<file path="config.mk">
export PLATFORM = sky130hd
export DESIGN_NAME = usart_sync_rx
export DESIGN_NICKNAME = d
export VERILOG_FILES = /design/src/rtl/usart_sync_rx.sv
export SDC_FILE = /design/constraint.sdc
export NUM_CORES = 1
export LEC_CHECK = 0
export BUFFER_PORTS_ARGS = -buffer_cell sky130_fd_sc_hd__clkbuf_2
export CELL_PAD_IN_SITES_DETAIL_PLACEMENT = 1
export CELL_PAD_IN_SITES_GLOBAL_PLACEMENT = 2
export CORE_MARGIN = 2
export CORE_UTILIZATION = 45
export CTS_CLUSTER_DIAMETER = 100
export DETAILED_ROUTE_END_ITERATION = 8
export GPL_TIMING_DRIVEN = 0
export PLACE_DENSITY_LB_ADDON = 0.2
export SYNTH_ARGS = -nofsm -noshare
export SYNTH_HDL_FRONTEND = slang
export SYNTH_SLANG_ARGS = --single-unit
</file>
<file path="constraint.sdc">
create_clock -name sysclk -period 6.5 [get_ports sysclk]
set_clock_uncertainty 0.15 [all_clocks]
set_input_delay 0.65 -clock sysclk [delete_from_list [all_inputs] [get_ports sysclk]]
set_output_delay 0.65 -clock sysclk [all_outputs]
set_load 0.05 [all_outputs]
</file>
<file path="src/rtl/usart_sync_rx.sv">
// Synchronous 8N1 receiver: pins are synchronised into sysclk, bytes are deframed on
// serial_clk rising edges, queued in a FIFO and drained through a valid/ready port.
module usart_sync_rx #(
  parameter int FIFO_DEPTH  = 8,
  parameter int SYNC_STAGES = 2,
  parameter int TIMEOUT     = 4095
) (
  input  logic                          sysclk,
  input  logic                          n_reset,
  input  logic                          serial_clk,
  input  logic                          serial_rxd,
  output logic                          serial_rts_n,
  output logic [7:0]                    rx_data,
  output logic                          rx_valid,
  input  logic                          rx_ready,
  output logic                          frame_err,
  output logic                          overrun,
  input  logic                          clr_overrun,
  output logic [$clog2(FIFO_DEPTH):0]   fifo_level,
  output logic [1:0]                    dbg_state
);

  localparam int PW = $clog2(FIFO_DEPTH);
  localparam int LW = PW + 1;
  localparam int TW = $clog2(TIMEOUT + 1);

  typedef enum logic [1:0] {
    S_IDLE      = 2'd0,
    S_DATA      = 2'd1,
    S_STOP      = 2'd2,
    S_WAIT_IDLE = 2'd3
  } state_t;

  logic [SYNC_STAGES-1:0] r_clk_sync;
  logic [SYNC_STAGES-1:0] r_rxd_sync;
  logic                   r_clk_prev;
  logic                   w_edge;
  logic                   w_bit;

  state_t                 r_state, w_state_nxt;
  logic [7:0]             r_shift, w_shift_nxt;
  logic [2:0]             r_bitcnt, w_bitcnt_nxt;
  logic [TW-1:0]          r_tmo, w_tmo_nxt;
  logic                   w_push_nxt;
  logic                   w_ferr_nxt;
  logic                   r_push;
  logic [7:0]             r_push_data;
  logic                   r_frame_err;

  logic [7:0]             r_mem [FIFO_DEPTH];
  logic [PW-1:0]          r_wr_ptr;
  logic [PW-1:0]          r_rd_ptr;
  logic [LW-1:0]          r_level;
  logic                   r_overrun;
  logic                   r_rts_n;
  logic                   w_full;
  logic                   w_pop;
  logic                   w_wr;

  // rxd synchroniser resets to the idle-high level so reset never fakes a start bit.
  always_ff @(posedge sysclk or negedge n_reset) begin
    if (!n_reset) begin
      r_clk_sync <= '0;
      r_rxd_sync <= '1;
      r_clk_prev <= 1'b0;
    end else begin
      r_clk_sync <= {r_clk_sync[SYNC_STAGES-2:0], serial_clk};
      r_rxd_sync <= {r_rxd_sync[SYNC_STAGES-2:0], serial_rxd};
      r_clk_prev <= r_clk_sync[SYNC_STAGES-1];
    end
  end

  assign w_edge = r_clk_sync[SYNC_STAGES-1] & ~r_clk_prev;
  assign w_bit  = r_rxd_sync[SYNC_STAGES-1];

  always_ff @(posedge sysclk or negedge n_reset) begin
    if (!n_reset) begin
      r_state     <= S_IDLE;
      r_shift     <= '0;
      r_bitcnt    <= '0;
      r_tmo       <= '0;
      r_push      <= 1'b0;
      r_push_data <= '0;
      r_frame_err <= 1'b0;
    end else begin
      r_state     <= w_state_nxt;
      r_shift     <= w_shift_nxt;
      r_bitcnt    <= w_bitcnt_nxt;
      r_tmo       <= w_tmo_nxt;
      r_push      <= w_push_nxt;
      r_frame_err <= w_ferr_nxt;
      if (w_push_nxt) r_push_data <= r_shift;
    end
  end

  // The timeout counter only advances inside a frame and stops at TIMEOUT.
  always_comb begin
    w_state_nxt  = r_state;
    w_shift_nxt  = r_shift;
    w_bitcnt_nxt = r_bitcnt;
    w_tmo_nxt    = '0;
    w_push_nxt   = 1'b0;
    w_ferr_nxt   = 1'b0;
    case (r_state)
      S_IDLE: begin
        if (w_edge && !w_bit) begin
          w_bitcnt_nxt = '0;
          w_state_nxt  = S_DATA;
        end
      end
      S_DATA: begin
        if (w_edge) begin
          w_shift_nxt  = {w_bit, r_shift[7:1]};
          w_bitcnt_nxt = r_bitcnt + 3'd1;
          if (r_bitcnt == 3'd7) w_state_nxt = S_STOP;
        end else if (r_tmo == TW'(TIMEOUT)) begin
          w_ferr_nxt  = 1'b1;
          w_state_nxt = S_IDLE;
        end else begin
          w_tmo_nxt = r_tmo + 1'b1;
        end
      end
      S_STOP: begin
        if (w_edge) begin
          if (w_bit) begin
            w_push_nxt  = 1'b1;
            w_state_nxt = S_IDLE;
          end else begin
            w_ferr_nxt  = 1'b1;
            w_state_nxt = S_WAIT_IDLE;
          end
        end else if (r_tmo == TW'(TIMEOUT)) begin
          w_ferr_nxt  = 1'b1;
          w_state_nxt = S_IDLE;
        end else begin
          w_tmo_nxt = r_tmo + 1'b1;
        end
      end
      S_WAIT_IDLE: begin
        if (w_edge && w_bit) w_state_nxt = S_IDLE;
      end
      default: w_state_nxt = S_IDLE;
    endcase
  end

  // A push into a full FIFO still lands if the head is popped in the same cycle.
  assign w_full = (r_level == LW'(FIFO_DEPTH));
  assign w_pop  = rx_valid && rx_ready;
  assign w_wr   = r_push && (!w_full || w_pop);

  always_ff @(posedge sysclk) begin
    if (w_wr) r_mem[r_wr_ptr] <= r_push_data;
  end

  always_ff @(posedge sysclk or negedge n_reset) begin
    if (!n_reset) begin
      r_wr_ptr  <= '0;
      r_rd_ptr  <= '0;
      r_level   <= '0;
      r_overrun <= 1'b0;
      r_rts_n   <= 1'b1;
    end else begin
      if (w_wr)  r_wr_ptr <= r_wr_ptr + 1'b1;
      if (w_pop) r_rd_ptr <= r_rd_ptr + 1'b1;
      case ({w_wr, w_pop})
        2'b10:   r_level <= r_level + 1'b1;
        2'b01:   r_level <= r_level - 1'b1;
        default: r_level <= r_level;
      endcase
      if (r_push && w_full && !w_pop) r_overrun <= 1'b1;
      else if (clr_overrun)           r_overrun <= 1'b0;
      r_rts_n <= (r_level >= LW'(FIFO_DEPTH - 1));
    end
  end

  assign rx_valid     = (r_level != '0);
  assign rx_data      = rx_valid ? r_mem[r_rd_ptr] : 8'h00;
  assign fifo_level   = r_level;
  assign overrun      = r_overrun;
  assign serial_rts_n = r_rts_n;
  assign frame_err    = r_frame_err;
  assign dbg_state    = r_state;

endmodule
</file>
* Word-level counts from Yosys, hierarchy flattened
Memories as Yosys holds them, arrays and structs flattened.
Index checks and enable logic that the tools add are counted.
** Storage, ports and cells
- Flip-flop bits (word level) :: 52
- Memories :: 1
- Memory bits (writable) :: 64
** Memory list
- r_mem :: depth 8, bits a word 8, rd ports 1, clocked after Yosys merged registers in 0, wr ports 1, RTL line 50 : logic [7:0] r_mem [FIFO_DEPTH];
** Cells by class
- Bitwise gates (word level) :: 2
- Muxes and demuxes :: 28
- $add $sub $neg :: 6
- Magnitude comparators :: 1
- Reduce and logical (&&, ||, !) cells :: 19
- Equal/unequal tests :: 12
** Operators with widths (number)
- 12-bit 2-to-1 mux :: 3
- 2-bit 2-to-1 mux :: 7
- 12-bit by 1-bit adder with 12-bit output (second input constant) :: 1
- 12-bit equality test (second input constant) :: 1
- 1-bit 2-to-1 mux :: 11
- 3-bit by 1-bit adder with 3-bit output (second input constant) :: 3
- 8-bit 2-to-1 mux :: 1
- 2-bit one-hot mux with 4 select lines :: 1
- 4-bit one-hot mux with 2 select lines :: 1
- 2-bit equality test (second input constant) :: 3
- 1-bit logical AND :: 6
- 3-bit 2-to-1 mux :: 2
- 2-bit inequality test (second input constant) :: 3
- 3-bit one-hot mux with 2 select lines :: 1
- 3-bit AND reduction :: 2
- 2-bit nonzero test :: 3
- 4-bit by 1-bit adder with 4-bit output (second input constant) :: 1
- 2-bit by 1-bit equality test with 1-bit output (second input constant) :: 2
- 4-bit equality test (second input constant) :: 1
- 4-bit by 3-bit greater-or-equal comparator with 1-bit output (second input constant) :: 1
- 4-bit nonzero test :: 1
- 4-bit by 1-bit subtractor with 4-bit output (second input constant) :: 1
- 3-bit equality test (second input constant) :: 1
- 1-bit zero test :: 3
- other kinds (8) :: 8

* Longest topological paths before layout
- Depth after elaboration :: 6
- Gate-level depth with buffers :: 8
- Gate-level depth less buffers :: 7

* Worst setup path before layout
OpenSTA, ideal clock, no wires.
- Kind :: reg-to-output
- Start :: register r_rd_ptr[0]
- End :: output port rx_data[6]
- Path slack :: 3877 ps
- Cell stages (with the launch flop) :: 6
- Arrival :: 1823 ps
- Path buffers :: 2
- Cells stage by stage :: dfrtp_1 > buf_4 > buf_2 > mux4_2 > mux2i_1 > nor2_1
** Between the ends
- Word-level cells in the longest chain between the ends :: 2
** RTL lines
- start: declaration :: RTL line 52 : logic [PW-1:0] r_rd_ptr;
- start signal: assignment :: RTL line 164 : if (w_pop) r_rd_ptr <= r_rd_ptr + 1'b1;
- memory read 8 x 8 bit
- 8-bit 2-to-1 mux :: RTL line 177 : assign rx_data = rx_valid ? r_mem[r_rd_ptr] : 8'h00;
- end: declaration :: RTL line 13 : output logic [7:0] rx_data,
Every way passes these cells.

* Final worst setup path
- Start :: register r_rd_ptr[1]
- End :: output port rx_data[5]
Same word-level chain as after synthesis.

==> metrics.txt <==
status finished, final reports clean; Fin. Hold Viols 0; worst slew pin tran 1140 ps; Final Power 2.71 mW; metal3 WL 285 um; final period utilization 51.3%; All-Layer GR Usage 16.6%; chip height 108 um; max cap viols 0; Post-Syn Area per Cell 15.6 sq um; cell count after synthesis 313; I/O Buffers 23; Rows 38; dpl hpwl 5510 um; Die X 108 um; first-pass GRT wire length 14000 um; initial antenna violation count 0; CTS Root Cell clkbuf_8; starting density of the core 45.6%; pwr dens 469 mW/mm^2; Top cell by count, worst path clkbuf_2; Layout fillers 1048; vias per cell 5.19; most frequent cells in the layout edfxtp_1 (64), dfrtp_1 (49), nor2_1 (29); Hold Path Class primary input to register; TritonCTS Buffers 17; setup tns final 0 ps; WL met2 4280 um; Yosys cell types 44; postcts setup bufs 0; Ant. Diodes 0; post-route ant nets 0; synth warn 0; leak pwr 2.30 nW; DP Worst Slack 3620 ps; post-synthesis sequential area ratio 66.2%; clock sink count 116; synthesized area 0.00487 sq mm; post-layout net count 374; Area growth syn-to-layout 18.2%; commonest non-fill, non-tap cell in the layout edfxtp_1; GRT overflow 0; Max Slew Vio Count 0; gp weighted congestion 0.799; Synth Flop Type edfxtp_1; FF/Latch Area 0.00323 sq mm; top routing layer used met4; crit-path max cell delay 480 ps; fraction of registers with async set/reset 44.8%; largest net degree at the start of global routing 53; clock transition at the registers of the reported paths 60 ps; RSZ-0062 raised after global routing false; CTS tree done; register bit total from synthesis 116; CP max FO 10; dpl cells 476; Setup violations, final 0; EDFF count, synth 64; maximum buffer depth of the clock tree 2; Rel. slew slack 23.5%; layout cells sized above 1 27.8%; Crit Path Class register to output port; Initial DRC Count 124; core footprint 0.0107 sq mm; Post-Syn Nets 330; startpoint type of the worst setup path register; post-layout min period 3330 ps; critical path data required time 5700 ps; Worst IR Drop VDD 0.000233 V; area of the multi-input gates 0.00153 sq mm; WL per Instance 16.8 um; Routed WL 8580 um; H-Tree Depth 4; final worst slack 3170 ps; met1 WL 3790 um; worst-skew pair later-pin latency 520 ps; Cell Chain, Critical Path clkbuf_2 -> buf_1 -> mux4_2 -> mux2i_1 -> nor2_1 -> clkbuf_2; CP Data Arrival Time 2530 ps; fin cells 510; DRT Pass-1 Iters 4; Die ar. 0.0117 sq mm; Crit-path slowest cell buf_1; vias in the first global route 2800; vias 2647; DRC 0; Worst setup EP type output port; # IOs 24; Max Clock Freq 300 MHz
[timing repair]
action | in CTS | in global routing
endpoints found under the hold margin | 0 | 18
hold buffers | 0 | 1
resized for setup | 0 | 0
[worst max-delay path: cells and delay by family (launching register included)]
kind / cells / cell delay (ps)
buffers and inverters: 3 / 980
flip-flops: 1 / 350
AND/OR/NAND/NOR: 1 / 70
multiplexers: 2 / 610
[through the flow]
step	hold slack [ps]	util, %	area [sq um]
after global routing	41.8	53.9	5760
after CTS	35.7	53.6	5730
after global placement	186	48.3	5160
final	64.2	53.9	5760
after floorplan	181	-	4870
after detailed placement	193	48.3	5160
[synthesized netlist by cell type, drive strengths merged (2+ instances only)]
| library cell | instances | area share (%) |
|---|---|---|
| edfxtp | 64 | 39 |
| dfrtp | 49 | 25 |
| nor2 | 29 | 2.2 |
| mux2 | 17 | 4.0 |
| mux4 | 16 | 7.4 |
| inv | 12 | 0.92 |
| xnor2 | 12 | 2.2 |
| ha | 11 | 2.8 |
| nand3 | 11 | 1.1 |
| mux2i | 10 | 2.1 |
| nand2 | 10 | 0.77 |
| buf | 9 | 1.2 |
| nor3 | 9 | 0.92 |
| xor2 | 6 | 1.1 |
| nand2b | 5 | 0.64 |
| or3 | 4 | 0.62 |
| a21o | 3 | 0.46 |
| a21oi | 3 | 0.31 |
| a31oi | 3 | 0.39 |
| clkbuf | 3 | 0.26 |
| dfstp | 3 | 1.6 |
| nor4 | 3 | 0.82 |
| o21ai | 3 | 0.31 |
| a32o | 2 | 0.41 |
| and3 | 2 | 0.26 |
| nand4 | 2 | 0.26 |
| nor2b | 2 | 0.26 |
| or4 | 2 | 0.31 |
[sequential cells by signal (all words and copies together), names as in the netlist]
| name | flops |
|---|---|
| dbg_state | 2 |
| fifo_level | 4 |
| frame_err | 1 |
| overrun | 1 |
| r_bitcnt | 3 |
| r_clk_prev | 1 |
| r_clk_sync | 2 |
| r_mem | 64 |
| r_push | 1 |
| r_push_data | 8 |
| r_rd_ptr | 3 |
| r_rxd_sync | 2 |
| r_shift | 8 |
| r_tmo | 12 |
| r_wr_ptr | 3 |
| serial_rts_n | 1 |
[metal layers]
metal / vias up / global-route usage [%]
met5: - / 0
met4: 0 / 8.52
met3: 18 / 5.91
met2: 36 / 26.3
met1: 1346 / 20.2
li1: 1247 / -
[path summary, 6_finish.rpt]
path	endpoint	from	slack [ps]	depth (start not counted)
max	rx_data[5]	r_rd_ptr[1]	3170	6
min	r_rxd_sync[0]	serial_rxd	60	1
max reg2reg	r_mem[1][5]	r_push	4030	4
min reg2reg	r_clk_sync[1]	r_clk_sync[0]	210	0
max in group asynchronous	r_rxd_sync[0]	n_reset	5120	3
min in group asynchronous	r_rd_ptr[2]	n_reset	480	2
[kinds of logic (layout without fill, tap and decap cells)]
kind of cell | Yosys count | count (layout) | synth area share (%)
and+or+nand+nor | 80 | 80 | 8.37
muxes | 43 | 43 | 13.4
xor gates and xnor gates | 18 | 18 | 3.23
AOI/OAI and AO/OA | 21 | 21 | 3.59
adders and majority gates | 11 | 11 | 2.82
DFF | 116 | 116 | 66.2
buffers and inverters | 24 | 81 | 2.34
[where the power goes]
group,internal (mW),leakage [nW],switching (mW)
combinational,0.315,0.758,0.546
sequential,0.885,1.27,0.0785
clock,0.545,0.270,0.336
[final cells by class]
class,instances,share of cell area (%)
Inverter,12,0.782
Clock buffer,17,7.19
Clock inverter,15,2.65
Tap cell,140,3.04
Timing Repair Buffer,25,2.52
Multi-Input combinational cell,173,26.6
Sequential cell,116,56.0
Buffer,12,1.19
Note: power is estimated with default switching activity, not from simulation.
